--- src/rtl/pipe_hazard_ctrl.sv ---
// pipe_hazard_ctrl
//   Central stall/flush sequencer for the 5-stage RV32 pipeline. It resolves
//   three hazards and drives the advance/hold/flush controls of fetch, decode
//   and execute:
//   - EX branch/JAL mispredict
//   - ID-vs-EX load-use
//   - the multi-cycle multiplier
//   It also handles the global data-memory freeze and the multiplier
//   start/done handshake.
//
// Ports
//   clk, reset          clock, synchronous active-high reset
//   freeze              data-memory wait, freezes the whole pipeline
//   ex_mispredict       EX redirects fetch to a corrected target
//   id_valid, id_is_mul ID holds a real instruction / a MUL-family op
//   id_rs1, id_rs2      ID source registers
//   id_use_rs1/rs2      ID actually reads that source
//   ex_is_load, ex_rd   EX holds a load writing ex_rd
//   fetch_adv           PC updates (predicted or corrected)
//   if_flush            IF/ID becomes a bubble
//   id_hold             IF/ID keeps its value
//   id_flush            bubble inserted into ID/EX
//   ex_hold             ID/EX and later registers keep their values
//   mul_start/mul_done  multiplier handshake pulses
//   stall_cycles        cycles with fetch_adv=0 outside reset (wraps)
module pipe_hazard_ctrl #(
  parameter int MUL_LAT = 4,
  parameter int CNT_W   = 32
) (
  input  logic             clk,
  input  logic             reset,
  input  logic             freeze,
  input  logic             ex_mispredict,
  input  logic             id_valid,
  input  logic             id_is_mul,
  input  logic [4:0]       id_rs1,
  input  logic [4:0]       id_rs2,
  input  logic             id_use_rs1,
  input  logic             id_use_rs2,
  input  logic             ex_is_load,
  input  logic [4:0]       ex_rd,
  output logic             fetch_adv,
  output logic             if_flush,
  output logic             id_hold,
  output logic             id_flush,
  output logic             ex_hold,
  output logic             mul_start,
  output logic             mul_done,
  output logic [CNT_W-1:0] stall_cycles
);

  localparam int LAT_W = $clog2(MUL_LAT + 1);

  typedef enum logic {RUN = 1'b0, MUL_BUSY = 1'b1} state_t;

  state_t           state, state_nxt;
  logic [LAT_W-1:0] cnt, cnt_nxt;
  logic             load_use;

  // x0 is never a real dependency, so a load to x0 cannot cause a stall.
  assign load_use = ex_is_load && (ex_rd != 5'd0) &&
                    ((id_use_rs1 && (id_rs1 == ex_rd)) ||
                     (id_use_rs2 && (id_rs2 == ex_rd)));

  // State register
  always_ff @(posedge clk) begin
    if (reset) begin
      state <= RUN;
      cnt   <= '0;
    end else begin
      state <= state_nxt;
      cnt   <= cnt_nxt;
    end
  end

  // Next-state logic; freeze holds both state and latency counter.
  always_comb begin
    state_nxt = state;
    cnt_nxt   = cnt;
    if (!freeze) begin
      case (state)
        RUN: begin
          // A mispredict squashes the ID instruction, MUL included.
          if (!ex_mispredict && id_valid && id_is_mul) begin
            state_nxt = MUL_BUSY;
            cnt_nxt   = LAT_W'(MUL_LAT - 1);
          end
        end
        MUL_BUSY: begin
          if (cnt != '0) cnt_nxt = cnt - LAT_W'(1);
          else           state_nxt = RUN;
        end
        default: state_nxt = RUN;
      endcase
    end
  end

  // Output logic
  always_comb begin
    fetch_adv = 1'b0;
    if_flush  = 1'b0;
    id_hold   = 1'b0;
    id_flush  = 1'b0;
    ex_hold   = 1'b0;
    mul_start = 1'b0;
    mul_done  = 1'b0;
    if (reset) begin
      if_flush = 1'b1;
      id_flush = 1'b1;
    end else if (freeze) begin
      id_hold = 1'b1;
      ex_hold = 1'b1;
    end else begin
      case (state)
        RUN: begin
          if (ex_mispredict) begin
            fetch_adv = 1'b1;
            if_flush  = 1'b1;
            id_flush  = 1'b1;
          end else if (id_valid && id_is_mul) begin
            mul_start = 1'b1;
            id_hold   = 1'b1;
            id_flush  = 1'b1;
          end else if (load_use) begin
            id_hold  = 1'b1;
            id_flush = 1'b1;
          end else begin
            fetch_adv = 1'b1;
          end
        end
        MUL_BUSY: begin
          if (cnt != '0) begin
            id_hold  = 1'b1;
            id_flush = 1'b1;
          end else begin
            mul_done  = 1'b1;
            fetch_adv = 1'b1;
          end
        end
        default: ;
      endcase
    end
  end

  // Stall counter; freeze cycles count as stalls too.
  always_ff @(posedge clk) begin
    if (reset)           stall_cycles <= '0;
    else if (!fetch_adv) stall_cycles <= stall_cycles + CNT_W'(1);
  end

  // Handshake and control-consistency checks. mul_start is only legal from
  // RUN and mul_done only from MUL_BUSY, so every start gets exactly one done
  // unless reset drops the FSM back to RUN.
  always @(posedge clk) begin
    if (!reset) begin
      assert (!(if_flush && id_hold));
      assert (!(mul_start && mul_done));
      assert (!mul_start || state == RUN);
      assert (!mul_done || state == MUL_BUSY);
      assert (freeze || state != MUL_BUSY || !ex_mispredict);
    end
  end

endmodule

--- config.mk ---
export PLATFORM = sky130hd
export DESIGN_NAME = pipe_hazard_ctrl
export DESIGN_NICKNAME = d
export VERILOG_FILES = /design/src/rtl/pipe_hazard_ctrl.sv
export SDC_FILE = /design/constraint.sdc
export NUM_CORES = 1
export LEC_CHECK = 0
export BUFFER_PORTS_ARGS = -buffer_cell sky130_fd_sc_hd__buf_2
export CAP_MARGIN = 20
export CORE_MARGIN = 2
export CORE_UTILIZATION = 25
export DETAILED_ROUTE_END_ITERATION = 8
export PLACE_DENSITY = 0.47
export SLEW_MARGIN = 20
export SYNTH_ARGS = -nofsm -noshare
export SYNTH_HDL_FRONTEND = slang
export SYNTH_SLANG_ARGS = --single-unit
--- constraint.sdc ---
create_clock -name clk -period 2.35 [get_ports clk]
set_clock_uncertainty 0.15 [all_clocks]
set_input_delay 0 -clock clk [delete_from_list [all_inputs] [get_ports clk]]
set_output_delay 0 -clock clk [all_outputs]
set_load 0.02 [all_outputs]
After elaboration in Yosys (flattened, before gate mapping)
Cells that the tools add are included.

Latch bits: 0. Register bits after elaboration: 36. Memory bits (read-only): 0. Word-level logic and storage cells: 60. Memories kept: 0. Bits in writable memories: 0. Bits of input ports: 24.

Add/sub/neg operators: 2. Reduce and logical (&&, ||, !) cells: 12. Multipliers: 0. Multiplexer cells: 37. Bitwise operators: 2. Divide/modulo/power cells: 0. Magnitude comparators: 0. Equal/unequal tests: 4. Shift operators: 0.

Operator list (count): $add 32x1->32 const B (1); $mux 1 (30); $eq 5x5->1 (2); $pmux 1 s2 (4); $logic_and 1x1->1 (7); $mux 3 (2); $pmux 3 s2 (1); $reduce_bool 5->1 (1); $reduce_and 3->1 (1); $reduce_bool 3->1 (1); $sub 3x1->3 const B (1); $ne 2x1->1 const B (1); $ne 2x2->1 const B (1); $not 1->1 (2); $logic_not 1->1 (1); $logic_or 1x1->1 (1).

Longest topological paths before layout
Gate-level depths: netlist (run 1).

Depth in word-level cells: 10. Mapped depth: 10. Gate-level depth less buffers: 8.

Worst setup path after synthesis (run 1)
OpenSTA, ideal clock, no wires.

Path kind: register -> register. From: reg stall_cycles[4]. To: reg stall_cycles[25]. Stages on the path, launching flop included: 7. Data required time: 2.130 ns. Data arrival time: 1.875 ns. Path buffers: 0. Setup slack: 0.254 ns. Setup time: 0.070 ns. Cells stage by stage: dfxtp_1 nand4_2 nor3_2 and2b_2 nand3_1 or4_1 a21oi_1.

Longest elaborated chain between the ends: 1.

RTL lines: start, declared (RTL line 49) `output logic [CNT_W-1:0] stall_cycles`; start signal, assigned (RTL line 148) `else if (!fetch_adv) stall_cycles <= stall_cycles + CNT_W'(1);`; $add 32x1->32 (RTL line 148).

No other way between the ends. A chain may end at the register's enable or synchronous reset.

Worst setup path after layout (run 1)
From: reg cnt[0]. To: reg stall_cycles[8].

Longest elaborated chain between the ends: 5.

RTL lines: start, declared (RTL line 57) `logic [LAT_W-1:0] cnt, cnt_nxt;`; start signal, assigned (RTL line 72) `cnt <= cnt_nxt;`; $reduce_bool 3->1 (RTL line 132) `if (cnt != '0) begin`; $mux 1 (RTL line 132); $pmux 1 s2 (RTL line 114) `case (state)`; $mux 1 (RTL line 110) `end else if (freeze) begin`; $mux 1 (RTL line 107) `if (reset) begin`.

No other way between the ends.

==> results.md, run 1 <==
- Synth Net Count: roughly 280
- Total of max-cap violations: 0
- CP top delay family: simple AND/OR/NAND/NOR gates
- Arr. time, crit path: ~2.3 ns
- Period utilisation layout: 0.9371
- Clk slew on worst S/H paths: around 0.080 ns
- Share of layout cells above drive strength 1: 0.3098
- Die span in y: about 95 µm
- Number of DRC markers in iteration 0: 58
- Diodes inserted: 0
- Switching part of the total: 0.2597
- Root Driver: clkbuf_8
- Number of flops mapped to enable cells by yosys: 0
- Max Freq: about 0.45 GHz
- Top cells by area, synth: dfxtp_1 (35%), a21oi_1 (6.5%), or4_1 (5.1%)
- GPL Wtd Cong: 0.7543
- CP endpoint kind: flip-flop
- Comb pwr share: 0.129
- Via count: 2186
- WL/cell: 13.32 µm
- Die area: around 9000 µm²
- Fillers: about 880
- DRC errors left: 0
- Die Wd: approximately 95 µm
- Clk sinks: 36
- Max Transition Viols Final: 0
- Synth top area share: 0.3478
- Pwr dens: 504.1 nW/µm²
- Ports: 63
- Maximum fanout along the worst path: 10
- Status: finished clean
- Top FF cell, synth: dfxtp_1
- Slowest-stage cell, CP: or4_1
- Vias/cell: between 5 and 6
- Footprint of the multi-input gates: 1256 µm²
- Register area: between 700 and 800 µm²
- Area delta synth->final: 30.43%
- Async set or reset register ratio after synthesis: 0
- Fin nets: about 350
- Grt ovf: 0
- Worst Max-Slew Pin Slew: 0.6083 ns
- Worst Setup Start Kind: flip-flop
- Initial antenna violation count: 0
- Initial core utilization: 0.2547
- FP Rows: 33
- Sequential-to-total area share from yosys stat: 0.3478
- Critical path type: flip-flop to flip-flop
- First-pass GRT wire length: 9239 µm
- Avg Cell Area, Syn: approximately 8.3 µm²
- CTS tree: built
- Post-synthesis cell count: between 200 and 300
- Worst-skew pair later-pin latency: roughly 0.29 ns
- IO Port Bufs: just over 60
- RSZ-0062 raised after global routing: true
- Maximum vdd ir drop: 200.5 µV
- Hold Violations, Final: 0
- CP Data Required Time: ~2.4 ns
- Sequential share of power: 0.462
- CP Cell Sequence: inv_1 -> ha_1 -> nand2b_1 -> a32oi_1 -> nand2b_1 -> a31oi_4 -> buf_4 -> buf_4 -> or4_1 -> a21oi_1
- PnR Total Power: roughly 1.4 mW
- Buf/Inv on CP: 3
- Tmin final: between 2 and 2.5 ns
- # placed instances: approximately 420
- P_sw: 353.8 µW
- Synth Warn #: 0
- Register bit count reported by yosys: 36
- Final setup fails: 0
- CTS buffer count: 5
- Finished Layout Cells: 431
- Routed Antenna Nets: 0
- Post-DP HPWL: slightly above 4000 µm
- CTS H-tree depth: 2
- Cell Area, Synth: between 2000 and 2500 µm²
- Hold Path Class: input pin to flip-flop
- Hold slack: approximately 0.074 ns
- Static leakage: roughly 1.0 nW
- Rel. slew slack: 0.5944
- Initial DRT Pass Iterations: 4
- Largest net degree at the start of global routing: 34
- Clock power frac: 0.409
- Core Util, Final: 0.3323
- Yosys cell types: 43
- Vias in the first global route: between 1500 and 2000
- Total Routed Length: between 5000 and 6000 µm
- Leading area contributor after synthesis: dfxtp_1
- Gr usage total: 0.1289
- Core area: between 8000 and 9000 µm²
- Clock Path Buffers: 2
- Crit path largest cell delay: roughly 0.50 ns
- P_int: just over 1 mW
[cells in the final DEF, fill, tap and decap left out, types with 2 or more instances in the layout]
| cell | netlist | final |
|---|---|---|
| inv_1 | 6 | 6 |
| nor2_1 | 14 | 14 |
| and2_1 | 3 | 3 |
| dfxtp_2 | 0 | 2 |
| or4_1 | 14 | 14 |
| o21ai_0 | 8 | 8 |
| xor2_1 | 2 | 2 |
| nand3_1 | 9 | 9 |
| a21oi_1 | 27 | 27 |
| and3_1 | 2 | 2 |
| nor4_1 | 4 | 4 |
| o21a_1 | 2 | 2 |
| clkbuf_8 | 0 | 5 |
| nor2b_1 | 5 | 5 |
| buf_4 | 0 | 17 |
| and4_1 | 3 | 3 |
| or3_1 | 14 | 14 |
| nor3_1 | 3 | 3 |
| ha_1 | 3 | 3 |
| mux2_4 | 3 | 3 |
| nand4_1 | 15 | 15 |
| dfxtp_1 | 36 | 34 |
| buf_2 | 2 | 62 |
| o31ai_1 | 12 | 12 |
| a311oi_1 | 2 | 2 |
| o21ai_1 | 6 | 6 |
| xnor2_1 | 10 | 10 |
| nand2b_1 | 2 | 2 |
| nand2_1 | 17 | 17 |
| dlygate4sd3_1 | 0 | 2 |
[flip-flops by register name (all words and copies together) (netlist names)]
signal,cells
stall_cycles,32
cnt,3
state,1
[per-stage QoR]
step | setup TNS, ns | setup slack (ns) | instance area [µm²]
detailed placement | 0 | 0.1532 | 2534
CTS | 0 | 0.08421 | 2665
floorplan | 0 | 0.2545 | 2072
global placement | 0 | 0.2070 | 2534
finish | 0 | 0.1477 | 2703
global route | -0.008358 | -0.008358 | 2703
[worst paths after layout]
check	slack, ns	cells past startpoint	to	from
hold reg to reg	0.33	1	cnt[0]	cnt[0]
hold / removal	0.07	2	stall_cycles[12]	reset
setup / recovery	0.15	10	stall_cycles[8]	cnt[0]
setup reg to reg	0.15	10	stall_cycles[8]	cnt[0]
[synth_stat cells, types with 2 or more instances]
cell	n
a21oi_1	27
o21a_1	2
o21ai_1	6
inv_1	6
nand3_1	9
ha_1	3
a311oi_1	2
clkbuf_1	7
buf_6	4
nor4_1	4
or3_1	14
nor2_1	14
xnor2_1	10
o31ai_1	12
buf_2	2
dfxtp_1	36
and3_1	2
xor2_1	2
o21ai_0	8
nand2_1	17
or4_1	14
mux2_4	3
nor2b_1	5
and2_1	3
and4_1	3
nand4_1	15
nand2b_1	2
nor3_1	3
[worst reg2reg max path, delay by kind of cell (launching register included)]
family                   cells  cell delay (ns)
AND/OR/NAND/NOR              3             0.80
AO/OA/AOI/OAI                3             0.30
buffers and inverters        3             0.36
flip-flops                   1             0.34
adder cells (fa/ha/maj)      1             0.19
[power groups by stage]
stage / sequential, mW / clock [mW] / combinational (mW)
finish: 0.630 / 0.557 / 0.175
global route: 0.632 / 0.599 / 0.195
floorplan: 0.648 / 0 / 0.107
CTS: 0.630 / 0.577 / 0.168
detailed placement: 0.644 / 0 / 0.166
global placement: 0.644 / 0 / 0.164
[layer usage]
| layer | vias up | share of wire | track usage |
|---|---|---|---|
| met5 | - | 0 | 0 |
| met3 | 7 | 0.052 | 0.02688 |
| met4 | 0 | 0.019 | 0.04952 |
| li1 | 1092 | - | - |
| met1 | 1029 | 0.46 | 0.1645 |
| met2 | 58 | 0.47 | 0.2134 |
[logic make-up (layout without fill, tap and decap cells)]
group	after synthesis	after routing	share of synthesized area
xor+xnor	12	12	0.05072
compound gates	64	65	0.1945
simple gates	111	111	0.3104
flops	36	36	0.3478
mux	4	4	0.02657
fa+ha+maj	3	3	0.01812
buf+inv	20	95	0.05193
[layout make-up]
class | count | area share
multi-input cells | 195 | 0.4648
flip-flops and latches | 36 | 0.2676
repair buffers | 81 | 0.1694
well taps | 105 | 0.04861
clock buffers | 5 | 0.02546
clock inverters | 3 | 0.01574
inverters | 6 | 0.008333
[repair_timing]
action	4_1_cts	5_1_grt
endpoints found under the setup margin	0	7
endpoints found under the hold margin	2	0
gates resized for setup	0	2
buffers inserted	0	3
hold buffers	2	0
Note: power is estimated with default switching activity, not from simulation.
==> inputs of run 2 (changes only) <==
==> constraint.sdc (replaced) <==
create_clock -name clk -period 2.35 [get_ports clk]
set_clock_uncertainty 0.15 [all_clocks]
set_input_delay 0.47 -clock clk [delete_from_list [all_inputs] [get_ports clk]]
set_output_delay 0.47 -clock clk [all_outputs]
set_load 0.02 [all_outputs]
==> run 2 against run 1 <==
The run now ends with setup timing left. Sequential share of layout area shrank 3.0 points. Final cell count grew 1.6%. Total power shrank 4.3%. Clock-buffer cell count is the same. Flip-flop and latch count is the same. Worst setup slack lost 0.24 ns. Non-clock buffer count grew 11. Combinational power grew 52%. Cell area grew 13%. Highest routed layer unchanged.
==> results.md, run 2 (same netlist as run 1, synthesis figures left out) <==
- Die Wd: 95.04 µm (unchanged)
- Clk sinks: 36 (unchanged)
- Ports: 63 (unchanged)
- Worst Max-Slew Pin Slew: 0.3067 ns (was 0.6083 ns)
- First-pass GRT wire length: 9425 µm (was 9239 µm)
- Root Driver: clkbuf_8 (unchanged)
- Comb pwr share: 0.204 (was 0.129)
- Area delta synth->final: 46.92% (was 30.43%)
- Grt ovf: 0 (unchanged)
- IO Port Bufs: 62 (unchanged)
- Pwr dens: 428.1 nW/µm² (was 504.1 nW/µm²)
- Initial antenna violation count: 0 (unchanged)
- Worst Setup Start Kind: input pin (was flip-flop)
- CP endpoint kind: output port (was flip-flop)
- Clk slew on worst S/H paths: 0.07 ns (was 0.08 ns)
- Largest reg by FF count: stall_cycles (unchanged)
- Routed Antenna Nets: 0 (unchanged)
- Total of max-cap violations: 0 (unchanged)
- RSZ-0062 raised after global routing: true (unchanged)
- Worst-skew pair later-pin latency: 0.28 ns (was 0.29 ns)
- Initial DRT Pass Iterations: 4 (unchanged)
- Static leakage: 1.166 nW (was 1.028 nW)
- CTS tree: built (unchanged)
- Final setup fails: 3 (was 0)
- Period utilisation layout: 1.041 (was 0.9371)
- Rel. slew slack: 0.7948 (was 0.5944)
- Largest registers: stall_cycles x32, cnt x3, state x1 (unchanged)
- CP Data Required Time: 1.73 ns (was 2.43 ns)
- Core area: 8134 µm² (unchanged)
- Commonest non-fill, non-tap cell in the layout: buf_2 (unchanged)
- Gr usage total: 0.1332 (was 0.1289)
- WL/cell: 14.42 µm (was 13.32 µm)
- Tmin final: 2.446 ns (was 2.202 ns)
- Sequential share of power: 0.483 (was 0.462)
- Largest net degree at the start of global routing: 30 (was 34)
- Post-place setup slack: -0.2030 ns (was 0.1532 ns)
- Switching part of the total: 0.2728 (was 0.2597)
- Post-DP HPWL: 4279 µm (was 4123 µm)
- Core Util, Final: 0.3743 (was 0.3323)
- Die area: 9033 µm² (unchanged)
- FP Rows: 33 (unchanged)
- Die span in y: 95.04 µm (unchanged)
- Final setup margin: -0.09578 ns (was 0.1477 ns)
- Status: finished, violations left (was finished clean)
- Arr. time, crit path: 1.83 ns (was 2.28 ns)
- Share of layout cells above drive strength 1: 0.4264 (was 0.3098)
- DRC errors left: 0 (unchanged)
- Total Routed Length: 6315 µm (was 5740 µm)
- Failing checks: setup timing
- Largest register FFs: 32 (unchanged)
- CTS buffer count: 5 (unchanged)
- P_sw: 355.5 µW (was 353.8 µW)
- Number of DRC markers in iteration 0: 63 (was 58)
- Clock power frac: 0.313 (was 0.409)
- Initial core utilization: 0.2547 (unchanged)
- P_int: 947.7 µW (was 1.009 mW)
- Maximum fanout along the worst path: 2 (was 10)
- Hold Path Class: flip-flop to flip-flop (was input pin to flip-flop)
- CTS H-tree depth: 2 (unchanged)
- Most frequent cells in the layout: buf_2 (57), dfxtp_1 (35), buf_4 (20), a21oi_1 (18), nand2_1 (16) (was buf_2 (62), dfxtp_1 (34), a21oi_1 (27), nand2_1 (17), buf_4 (17))
- Via count: 2232 (was 2186)
- Vias/cell: 5.096 (was 5.072)
- Clock Path Buffers: 2 (unchanged)
- Max Freq: 0.4089 GHz (was 0.4541 GHz)
- Critical path type: input pin to output port (was flip-flop to flip-flop)
- Dpl cell area: 2584 µm² (was 2534 µm²)
- GPL Wtd Cong: 0.8155 (was 0.7543)
- # placed instances: 421 (was 417)
- Diodes inserted: 0 (unchanged)
- Maximum vdd ir drop: 187.2 µV (was 200.5 µV)
- Hold Violations, Final: 0 (unchanged)
- Final Cell Area: 3044 µm² (was 2703 µm²)
- Max Transition Viols Final: 0 (unchanged)
- Vias in the first global route: 2004 (was 1962)
- Finished Layout Cells: 438 (was 431)
- Fin nets: 362 (was 352)
[run 2: layout make-up]
cell class	count	area, µm²
multi-input combinational	194	1420
timing repair buffer	92	679.4
inverter	6	22.52
clock buffer	5	68.82
sequential	36	721.9
fill	848	5090
tap	105	131.4
[run 2: layer usage]
metal	track usage	vias to the layer above	routed length, µm
met3	0.03241	9	318
li1	-	1113	-
met4	0.04710	0	87
met5	0	-	0
met1	0.1616	1057	2863
met2	0.2293	53	3047
[run 2: metrics by stage]
step	total power, mW	TNS [ns]	hold WS [ns]
floorplan	0.7569	-0.2095	0.3136
global placement	0.8229	-2.681	0.3248
detailed placement	0.8246	-2.994	0.3351
CTS	1.250	-0.3832	0.3286
global route	1.362	-0.9677	0.3463
finish	1.303	-0.2540	0.3383
[run 2: power groups by stage]
stage          Combinational [mW]  Sequential [mW]  Clock, mW
6_report                    0.266            0.630      0.408
5_1_grt                     0.286            0.631      0.445
4_1_cts                     0.201            0.630      0.420
3_5_place_dp                0.181            0.644          0
3_3_place_gp                0.179            0.644          0
2_1_floorplan               0.109            0.648          0
[run 2: final timing paths]
kind	startpoint	endpoint	slack (ns)	cells past startpoint
max	ex_rd[4]	id_flush	-0.1	7
min	cnt[0]	cnt[0]	0.34	1
max reg2reg	cnt[1]	stall_cycles[1]	0.14	12
min reg2reg	cnt[0]	cnt[0]	0.34	1
[run 2: timing repair]
action / 4_1_cts / 5_1_grt
hold endpoints to repair: 0 / 0
endpoints found under the setup margin: 3 / 19
hold buffers: 0 / 0
buffers inserted: 3 / 5
gates cloned: 0 / 4
pin swaps: 12 / 26
resized for setup: 18 / 37
[run 2: worst max-delay path, stage by stage]
cell	delay (ns)
buf_8	0.09
or4_4	0.52
o21a_4	0.22
nand2_2	0.07
a311oi_2	0.08
or2_4	0.24
buf_6	0.13
==> inputs of run 3 (changes only) <==
RECOVER_POWER = 25   (was default)
SKIP_LAST_GASP = 1   (was default)
==> run 3 against run 2 <==
The run still ends with setup timing left. Combinational power down 2%. Routed wire length shrank 0.43%. Total power is 0.32% lower. Final cell count decreased by 0.46%. Critical path depth unchanged. Clock power barely moved. Die area stayed put. Register-to-register slack got worse by 0.07 ns. Sequential power about the same.
==> results.md, run 3 (same netlist as run 1, synthesis figures left out) <==
- Tmin final: 2.446 ns (about the same)
- Worst Setup Start Kind: input pin (unchanged)
- Total Routed Length: 6288 µm (was 6315 µm)
- Worst Max-Slew Pin Slew: 0.3057 ns (was 0.3067 ns)
- Largest reg by FF count: stall_cycles (unchanged)
- CTS buffer count: 5 (unchanged)
- Vias/cell: 5.092 (was 5.096)
- IO Port Bufs: 62 (unchanged)
- Maximum vdd ir drop: 189.8 µV (was 187.2 µV)
- Post-place setup slack: -0.2030 ns (unchanged)
- Final setup fails: 3 (unchanged)
- Area delta synth->final: 45.77% (was 46.92%)
- Root Driver: clkbuf_8 (unchanged)
- RSZ-0062 raised after global routing: true (unchanged)
- Routed Antenna Nets: 0 (unchanged)
- Hold Path Class: flip-flop to flip-flop (unchanged)
- CTS H-tree depth: 2 (unchanged)
- # placed instances: 421 (unchanged)
- Die area: 9033 µm² (unchanged)
- Finished Layout Cells: 436 (was 438)
- Via count: 2220 (was 2232)
- Die Wd: 95.04 µm (unchanged)
- Pwr dens: 430.1 nW/µm² (was 428.1 nW/µm²)
- Setup TNS: -0.2511 ns (was -0.2540 ns)
- Final setup margin: -0.09569 ns (was -0.09578 ns)
- PnR Total Power: 1.299 mW (was 1.303 mW)
- DRC errors left: 0 (unchanged)
- Die span in y: 95.04 µm (unchanged)
- Total of max-cap violations: 0 (unchanged)
- Rel. slew slack: 0.7955 (was 0.7948)
- First-pass GRT wire length: 9390 µm (was 9425 µm)
- Most frequent cells in the layout: buf_2 (43), dfxtp_1 (36), a21oi_1 (18), buf_4 (17), nand2_1 (16) (was buf_2 (57), dfxtp_1 (35), buf_4 (20), a21oi_1 (18), nand2_1 (16))
- Hold Violations, Final: 0 (unchanged)
- Clk sinks: 36 (unchanged)
- Grt ovf: 0 (unchanged)
- Max Freq: 0.4089 GHz (about the same)
- Number of DRC markers in iteration 0: 61 (was 63)
- CTS tree: built (unchanged)
- GPL Wtd Cong: 0.8155 (unchanged)
- Maximum fanout along the worst path: 2 (unchanged)
- Critical path type: input pin to output port (unchanged)
- Initial core utilization: 0.2547 (unchanged)
- Max Transition Viols Final: 0 (unchanged)
- Worst-skew pair later-pin latency: 0.28 ns (about the same)
- CP endpoint kind: output port (unchanged)
- Vias in the first global route: 1981 (was 2004)
- Clk slew on worst S/H paths: 0.07 ns (about the same)
- Failing checks: setup timing (unchanged)
- Gr usage total: 0.1327 (was 0.1332)
- Share of layout cells above drive strength 1: 0.3837 (was 0.4264)
- WL/cell: 14.42 µm (about the same)
- Static leakage: 1.096 nW (was 1.166 nW)
- Ports: 63 (unchanged)
- Initial DRT Pass Iterations: 4 (unchanged)
- Largest register FFs: 32 (unchanged)
- Clock Path Buffers: 2 (unchanged)
- FP Rows: 33 (unchanged)
- Initial antenna violation count: 0 (unchanged)
- Diodes inserted: 0 (unchanged)
- CP Data Required Time: 1.73 ns (about the same)
- Core area: 8134 µm² (unchanged)
- Fin nets: 360 (was 362)
- Largest net degree at the start of global routing: 30 (unchanged)
- Arr. time, crit path: 1.83 ns (about the same)
- Period utilisation layout: 1.041 (about the same)
- Largest registers: stall_cycles x32, cnt x3, state x1 (unchanged)
- Commonest non-fill, non-tap cell in the layout: buf_2 (unchanged)
- Post-DP HPWL: 4279 µm (unchanged)
- Status: finished, violations left (unchanged)
run 3: cell types whose count changed in the layout (fill, tap and decap cells not counted), sizes merged:
cell    delta
buf       -16
clkbuf    +14
run 3: final timing paths:
| kind | start | end | slack, ns | depth (start not counted) |
|---|---|---|---|---|
| max | ex_rd[4] | id_flush | -0.1 | 7 |
| min | stall_cycles[31] | stall_cycles[31] | 0.35 | 2 |
| min reg2reg | stall_cycles[31] | stall_cycles[31] | 0.35 | 2 |
| max reg2reg | cnt[1] | stall_cycles[21] | 0.07 | 11 |
run 3: critical path: stages:
cell and delay (ns):
buf_8 0.10, or4_4 0.52, o21a_4 0.22, nand2_2 0.06, a311oi_2 0.09, or2_4 0.24, buf_6 0.13
run 3: area by class of cell:
| cell class | count | area (µm²) |
|---|---|---|
| clock buffer | 5 | 68.82 |
| fill | 858 | 5114 |
| inverter | 6 | 22.52 |
| multi-input combinational | 194 | 1421 |
| sequential | 36 | 720.7 |
| tap | 105 | 131.4 |
| timing repair buffer | 90 | 655.6 |
run 3: routing by layer:
metal | vias up | global-route usage | part of all wire
met5 | - | 0 | 0
met4 | 0 | 0.04589 | 0.013
met3 | 9 | 0.03162 | 0.051
met2 | 54 | 0.2264 | 0.50
met1 | 1053 | 0.1634 | 0.44
li1 | 1104 | - | -
run 3: where the power goes:
group	switching, mW	internal [mW]
sequential	0.0114	0.618
clock	0.216	0.192
combinational	0.126	0.136
total	0.353	0.946
run 3: repair_timing:
item | CTS | global route
resized for setup | 14 | 43
setup endpoints to repair | 3 | 27
endpoints found under the hold margin | 0 | 0
setup buffers | 3 | 4
gates cloned | 0 | 4
hold buffers | 0 | 0
pin swaps | 5 | 32
run 3: stage by stage:
stage	hold slack (ns)	area [µm²]	util
final	0.3452	3020	0.3713
after global routing	0.3703	3020	0.3713
after CTS	0.3508	2719	0.3343
after detailed placement	0.3351	2584	0.3176
after global placement	0.3248	2584	0.3176
after floorplan	0.3136	2079	-
